$ cat src/rtl/gcd_pkg.sv
// ---------------------------------------------------------------------------
// gcd_pkg
// Shared definitions for the GCD engine.
//   STATE_W     : width of the controller state encoding
//   gcd_state_e : controller states (IDLE waiting for start, CALC iterating)
// Optional build macro used by the engine: GCD_EARLY_EXIT_EN (see gcd.sv).
// ---------------------------------------------------------------------------
package gcd_pkg;

    localparam int STATE_W = 1;

    typedef enum logic [STATE_W-1:0] {
        IDLE = 1'b0,
        CALC = 1'b1
    } gcd_state_e;

endpackage : gcd_pkg

$ cat src/rtl/gcd_datapath.sv
// ---------------------------------------------------------------------------
// gcd_datapath
// Operand registers X/Y, comparator, subtractor and result selection for the
// subtract-the-smaller GCD engine. The controller decides when to load or
// subtract; this block only reports the relations between X and Y.
//
// Build macro: GCD_EARLY_EXIT_EN adds x_one/y_one flags and a forced
//              result of 1 when either operand reaches 1.
//
// Ports:
//   clk     in   rising-edge clock
//   rst     in   synchronous active-high reset, clears X and Y
//   load    in   capture a -> X, b -> Y
//   sub_x   in   X <= X - Y (controller guarantees X > Y)
//   sub_y   in   Y <= Y - X (controller guarantees Y > X)
//   a, b    in   operands
//   x_eq_y  out  X == Y
//   x_gt_y  out  X >  Y
//   x_zero  out  X == 0
//   y_zero  out  Y == 0
//   x_one   out  X == 1 (GCD_EARLY_EXIT_EN only)
//   y_one   out  Y == 1 (GCD_EARLY_EXIT_EN only)
//   result  out  terminal value selected by the same priority as the FSM
// ---------------------------------------------------------------------------
module gcd_datapath
    import gcd_pkg::*;
#(
    parameter int WIDTH = 4
) (
    input  logic             clk,
    input  logic             rst,
    input  logic             load,
    input  logic             sub_x,
    input  logic             sub_y,
    input  logic [WIDTH-1:0] a,
    input  logic [WIDTH-1:0] b,
    output logic             x_eq_y,
    output logic             x_gt_y,
    output logic             x_zero,
    output logic             y_zero,
`ifdef GCD_EARLY_EXIT_EN
    output logic             x_one,
    output logic             y_one,
`endif
    output logic [WIDTH-1:0] result
);

    localparam int MSB = WIDTH - 1;
    localparam logic [MSB:0] ZERO = '0;
    localparam logic [MSB:0] ONE  = {{MSB{1'b0}}, 1'b1};

    logic [MSB:0] x_reg, x_next;
    logic [MSB:0] y_reg, y_next;
    logic [MSB:0] diff_xy;
    logic [MSB:0] diff_yx;

    // Both differences are formed; only the one whose minuend is larger is
    // ever selected, so neither selected path can wrap.
    assign diff_xy = x_reg - y_reg;
    assign diff_yx = y_reg - x_reg;

    assign x_eq_y = (x_reg == y_reg);
    assign x_gt_y = (x_reg >  y_reg);
    assign x_zero = (x_reg == ZERO);
    assign y_zero = (y_reg == ZERO);
`ifdef GCD_EARLY_EXIT_EN
    assign x_one  = (x_reg == ONE);
    assign y_one  = (y_reg == ONE);
`endif

    always_comb begin
        x_next = x_reg;
        y_next = y_reg;
        if (load) begin
            x_next = a;
            y_next = b;
        end else if (sub_x) begin
            x_next = diff_xy;
        end else if (sub_y) begin
            y_next = diff_yx;
        end
    end

    always_ff @(posedge clk) begin
        if (rst) begin
            x_reg <= ZERO;
            y_reg <= ZERO;
        end else begin
            x_reg <= x_next;
            y_reg <= y_next;
        end
    end

    // Terminal value: zero operands yield the other operand; a unit operand
    // (early-exit build) yields 1; otherwise X (equal operands).
    always_comb begin
        result = x_reg;
        if (x_zero) begin
            result = y_reg;
        end else if (y_zero) begin
            result = x_reg;
`ifdef GCD_EARLY_EXIT_EN
        end else if (x_one || y_one) begin
            result = ONE;
`endif
        end
    end

endmodule : gcd_datapath

$ cat src/rtl/gcd.sv
// ---------------------------------------------------------------------------
// gcd
// Sequential greatest-common-divisor engine for unsigned operands using the
// iterative subtract-the-smaller method. A one-cycle start pulse launches a
// computation while idle; a one-cycle done pulse returns the result on out,
// which is held until the next completion.
//
// Build macro: GCD_EARLY_EXIT_EN -- also finish as soon as X or Y equals 1
//              (result 1). Results are identical; only latency shrinks.
//
// Parameters:
//   WIDTH  operand/result width in bits
//
// Ports:
//   clk    in   rising-edge clock
//   rst    in   synchronous reset, active-high
//   start  in   launch request, sampled only when idle
//   a, b   in   operands, captured when start is accepted
//   out    out  GCD result, valid with done and held until the next result
//   done   out  one-cycle completion pulse
//   busy   out  high while a computation is in progress
// ---------------------------------------------------------------------------
module gcd
    import gcd_pkg::*;
#(
    parameter int WIDTH = 4
) (
    input  logic             clk,
    input  logic             rst,
    input  logic             start,
    input  logic [WIDTH-1:0] a,
    input  logic [WIDTH-1:0] b,
    output logic [WIDTH-1:0] out,
    output logic             done,
    output logic             busy
);

    localparam int MSB = WIDTH - 1;

    gcd_state_e   state_reg, state_next;
    logic [MSB:0] out_reg, out_next;
    logic         done_reg, done_next;
    logic         busy_reg, busy_next;

    logic         load;
    logic         sub_x;
    logic         sub_y;
    logic         finish;
    logic         x_eq_y;
    logic         x_gt_y;
    logic         x_zero;
    logic         y_zero;
    logic [MSB:0] result;
`ifdef GCD_EARLY_EXIT_EN
    logic         x_one;
    logic         y_one;
`endif

    gcd_datapath #(
        .WIDTH (WIDTH)
    ) u_datapath (
        .clk    (clk),
        .rst    (rst),
        .load   (load),
        .sub_x  (sub_x),
        .sub_y  (sub_y),
        .a      (a),
        .b      (b),
        .x_eq_y (x_eq_y),
        .x_gt_y (x_gt_y),
        .x_zero (x_zero),
        .y_zero (y_zero),
`ifdef GCD_EARLY_EXIT_EN
        .x_one  (x_one),
        .y_one  (y_one),
`endif
        .result (result)
    );

    // Any terminating condition; the datapath's result mux applies the
    // priority among them.
`ifdef GCD_EARLY_EXIT_EN
    assign finish = x_zero || y_zero || x_one || y_one || x_eq_y;
`else
    assign finish = x_zero || y_zero || x_eq_y;
`endif

    always_comb begin
        state_next = state_reg;
        out_next   = out_reg;
        done_next  = 1'b0;
        busy_next  = busy_reg;
        load       = 1'b0;
        sub_x      = 1'b0;
        sub_y      = 1'b0;

        unique case (state_reg)
            IDLE: begin
                // done is low again here even when start arrives in the
                // same cycle as the previous done pulse (back-to-back).
                if (start) begin
                    load       = 1'b1;
                    busy_next  = 1'b1;
                    state_next = CALC;
                end
            end
            CALC: begin
                // start is deliberately ignored here.
                if (finish) begin
                    out_next   = result;
                    done_next  = 1'b1;
                    busy_next  = 1'b0;
                    state_next = IDLE;
                end else if (x_gt_y) begin
                    sub_x = 1'b1;
                end else begin
                    sub_y = 1'b1;
                end
            end
            default: begin
                state_next = IDLE;
                busy_next  = 1'b0;
            end
        endcase
    end

    always_ff @(posedge clk) begin
        if (rst) begin
            state_reg <= IDLE;
            out_reg   <= '0;
            done_reg  <= 1'b0;
            busy_reg  <= 1'b0;
        end else begin
            state_reg <= state_next;
            out_reg   <= out_next;
            done_reg  <= done_next;
            busy_reg  <= busy_next;
        end
    end

    assign out  = out_reg;
    assign done = done_reg;
    assign busy = busy_reg;

endmodule : gcd

$ cat config.mk
export PLATFORM = sky130hd
export DESIGN_NAME = gcd
export DESIGN_NICKNAME = d
export VERILOG_FILES = /design/src/rtl/gcd_pkg.sv /design/src/rtl/gcd_datapath.sv /design/src/rtl/gcd.sv
export SDC_FILE = /design/constraint.sdc
export NUM_CORES = 1
export LEC_CHECK = 0
export CAP_MARGIN = 0
export CORE_MARGIN = 1.5
export CORE_UTILIZATION = 51
export CTS_BUF_LIST = sky130_fd_sc_hd__clkbuf_16
export DETAILED_ROUTE_END_ITERATION = 8
export GPL_TIMING_DRIVEN = 0
export MAX_ROUTING_LAYER = met4
export PLACE_DENSITY = 0.78
export REMOVE_ABC_BUFFERS = 1
export SLEW_MARGIN = 20
export SYNTH_ARGS = -nofsm -noshare
export SYNTH_HDL_FRONTEND = slang
export SYNTH_SLANG_ARGS = --single-unit
$ cat constraint.sdc
create_clock -name clk -period 2.85 [get_ports clk]
set_clock_uncertainty 0.2 [all_clocks]
set_input_delay 0.4275 -clock clk [delete_from_list [all_inputs] [get_ports clk]]
set_output_delay 0.4275 -clock clk [all_outputs]
set_load 0.02 [all_outputs]
==> results.md <==
- Cell Count, Final, Fillers Out: 148
- CTS Buffer Depth: 2
- Die width: 46.4 µm
- Post-Synthesis Cells: 109
- Worst EP arrival: 2.54 ns
- DRC: 0
- Mapped Area: 960 µm²
- Final hold vios: 0
- Synth unique cells: 29
- Post-synth EDFFs: 0
- Root Driver: clkbuf_16
- Proportion of layout cells with a drive suffix above 1: 5.69%
- Drt pass-1 iters: 4
- Fillers: 146
- Seq cells post-synth: 15
- Drt wl/cell: 15.1 µm
- Seq/Total Area, Yosys: 31.3%
- Placed Instances: 144
- Max-Slew Margin vs Limit: 36.0%
- Initial antenna violation count: 0
- RSZ-0062 raised after global routing: false
- Avg Cell Area, Syn: 8.80 µm²
- Clock Power Share: 38.0%
- P per Cell Area: 607 nW/µm²
- Ys flop type: dfxtp_1
- Post-CTS sizing: 0
- CP Launch Type: register
- Run status: finished, final reports clean
- CTS tree: built
- Via count: 904
- Hold Slack: 0.258 ns
- Drt via density: 6.11
- CTS Hold Bufs: 0
- Final ANT Viol Nets: 0
- DP Wirelength: 1570 µm
- Worst-Margin Slew: 0.958 ns
- Die area: 2150 µm²
- Clock H-tree levels: 1
- Crit path required time: 2.80 ns
- Routability Congestion: 0.892
- Highest clock rate: 386 MHz
- CP max stage cell: a21oi_1
- Hold Crit Class: reg2reg
- Max-slew violations: 0
- Max_cap viols: 0
- Combinational power share: 27.9%
- Overall routed net length: 2240 µm
- P_int: 0.000503 W
- Starting Density: 55.0%
- Crit share post-route: 90.8%
- Max incr delay on CP: 0.55 ns
- Critical path class: reg2reg
- CP Cell Sequence: inv_1 -> ha_1 -> inv_1 -> fa_1 -> a21o_1 -> a21oi_1 -> o21ai_0 -> a311oi_1
- Switching Fraction: 30.8%
- Clk slew on worst S/H paths: 0.05 ns
- Leak Pwr: 0.451 nW
- First-pass GRT wire length: 3620 µm
- Ant. Diodes: 0
- Setup bufs post-CTS: 0
- CTS buffer count: 3
- Vias in the first global route: 813
- Reg power frac: 34.1%
- Row count: 15
- Gr ovfl total: 0
- Peak VDD IR: 0.366 mV
- Ys Warns: 0
- Final Critical Period: 2.59 ns
- Crit path max fanout: 9
- Core area: 1750 µm²
- Area growth from synthesis to layout: 24.9%
- Iteration-0 DRC Markers: 23
- Largest net degree at the start of global routing: 19
- Clk_lat worst skew: 0.25 ns
- Endpoints failing setup: 0
- Fin nets: 144
- P_sw: 0.000224 W
- Post-synthesis async set-or-reset flop share: 0%
- IO Port Bufs: 16
- Setup TNS: 0 ns
- CP Capture Type: register
- Clk sink count: 15
- Ports: 17
- Crit path top cell by count: inv_1
- GRT Overall Usage: 25.0%
- Die Y: 46.4 µm
## placed cells by master (no fill, tap or decap)
| master | n |
|---|---|
| or4_4 | 2 |
| and4_4 | 1 |
| nand3b_1 | 7 |
| nor2b_1 | 1 |
| fa_1 | 2 |
| nor4_1 | 2 |
| nand2b_1 | 1 |
| a2111o_1 | 4 |
| o21a_1 | 1 |
| ha_1 | 7 |
| a21oi_1 | 11 |
| a21o_1 | 2 |
| o2bb2ai_1 | 4 |
| clkdlybuf4s50_1 | 16 |
| o21ai_0 | 3 |
| nor2_1 | 4 |
| a311oi_1 | 3 |
| a211oi_1 | 1 |
| dfxtp_1 | 15 |
| nand4_1 | 2 |
| inv_1 | 10 |
| clkinv_2 | 1 |
| xnor2_1 | 2 |
| or4b_1 | 1 |
| nor3_1 | 4 |
| clkbuf_16 | 3 |
| nand4b_1 | 1 |
| nand3_1 | 12 |
## worst max-delay path, delay by kind of cell (launching register included)
kind	cells	cell delay, ns
AOI/OAI and AO/OA	4	1.22
DFF	1	0.35
buffers and inverters	2	0.15
adders and majority gates	2	0.57
## layer usage
metal / share of wire, % / global-route usage (%) / vias to the layer above
li1: - / - / 436
met1: 46 / 32.8 / 431
met2: 47 / 36.4 / 30
met3: 4.2 / 4.71 / 7
met4: 2.3 / 12.6 / 0
met5: 0 / - / -
## stage by stage
step / total power (W) / util, % / setup WS, ns / cell area, µm²
final: 0.000728 / 68.7 / 0.263 / 1200
after global routing: 0.000765 / 68.7 / 0.119 / 1200
after CTS: 0.000727 / 68.7 / 0.283 / 1200
after detailed placement: 0.000448 / 64.1 / 0.345 / 1120
after global placement: 0.000441 / 64.1 / 0.371 / 1120
after floorplan: 0.000385 / - / 0.631 / 927
## cell type report
class | instances | area (µm²) | share of cell area (%)
tap | 25 | 31.3 | 2.61
sequential | 15 | 300 | 25.1
clock buffer | 3 | 75.1 | 6.26
multi-input combinational | 78 | 589 | 49.2
inverter | 10 | 37.5 | 3.13
timing repair buffer | 16 | 160 | 13.4
clock inverter | 1 | 5.00 | 0.418
## power by group through the flow
stage / combinational, W / clock (W) / sequential [W]
CTS: 0.000201 / 0.000279 / 0.000247
detailed placement: 0.000197 / 0 / 0.000251
floorplan: 0.000133 / 0 / 0.000253
finish: 0.000203 / 0.000277 / 0.000248
global route: 0.000222 / 0.000292 / 0.000250
global placement: 0.000191 / 0 / 0.000250
## synth_stat cells, drive strengths merged, types with 3 or more instances
library cell   n  share of area (%)
dfxtp         15                 31
nand3         12                6.3
a21oi         11                5.7
inv           10                3.9
ha             7                9.1
nand3b         7                5.5
a2111o         4                4.7
buf            4                2.6
nor2           4                1.6
nor3           4                2.1
o2bb2ai        4                3.7
a311oi         3                2.7
o21ai          3                1.6
## cells by family after synthesis
group / Yosys count / synth area share [%]
DFF: 15 / 31.3
buffers and inverters: 16 / 7.30
AOI/OAI and AO/OA: 29 / 21.5
and+or+nand+nor: 38 / 24.8
xor gates and xnor gates: 2 / 1.83
adders and majority gates: 9 / 13.3
## path summary, 6_finish.rpt
check | from | to | slack [ns] | depth (start not counted)
max | u_datapath.x_reg[0] | u_datapath.x_reg[3] | 0.26 | 8
min | out[1] | out[1] | 0.26 | 1
max reg2reg | u_datapath.x_reg[0] | u_datapath.x_reg[3] | 0.26 | 8
min reg2reg | out[1] | out[1] | 0.26 | 1
Note: power is estimated with default switching activity, not from simulation.
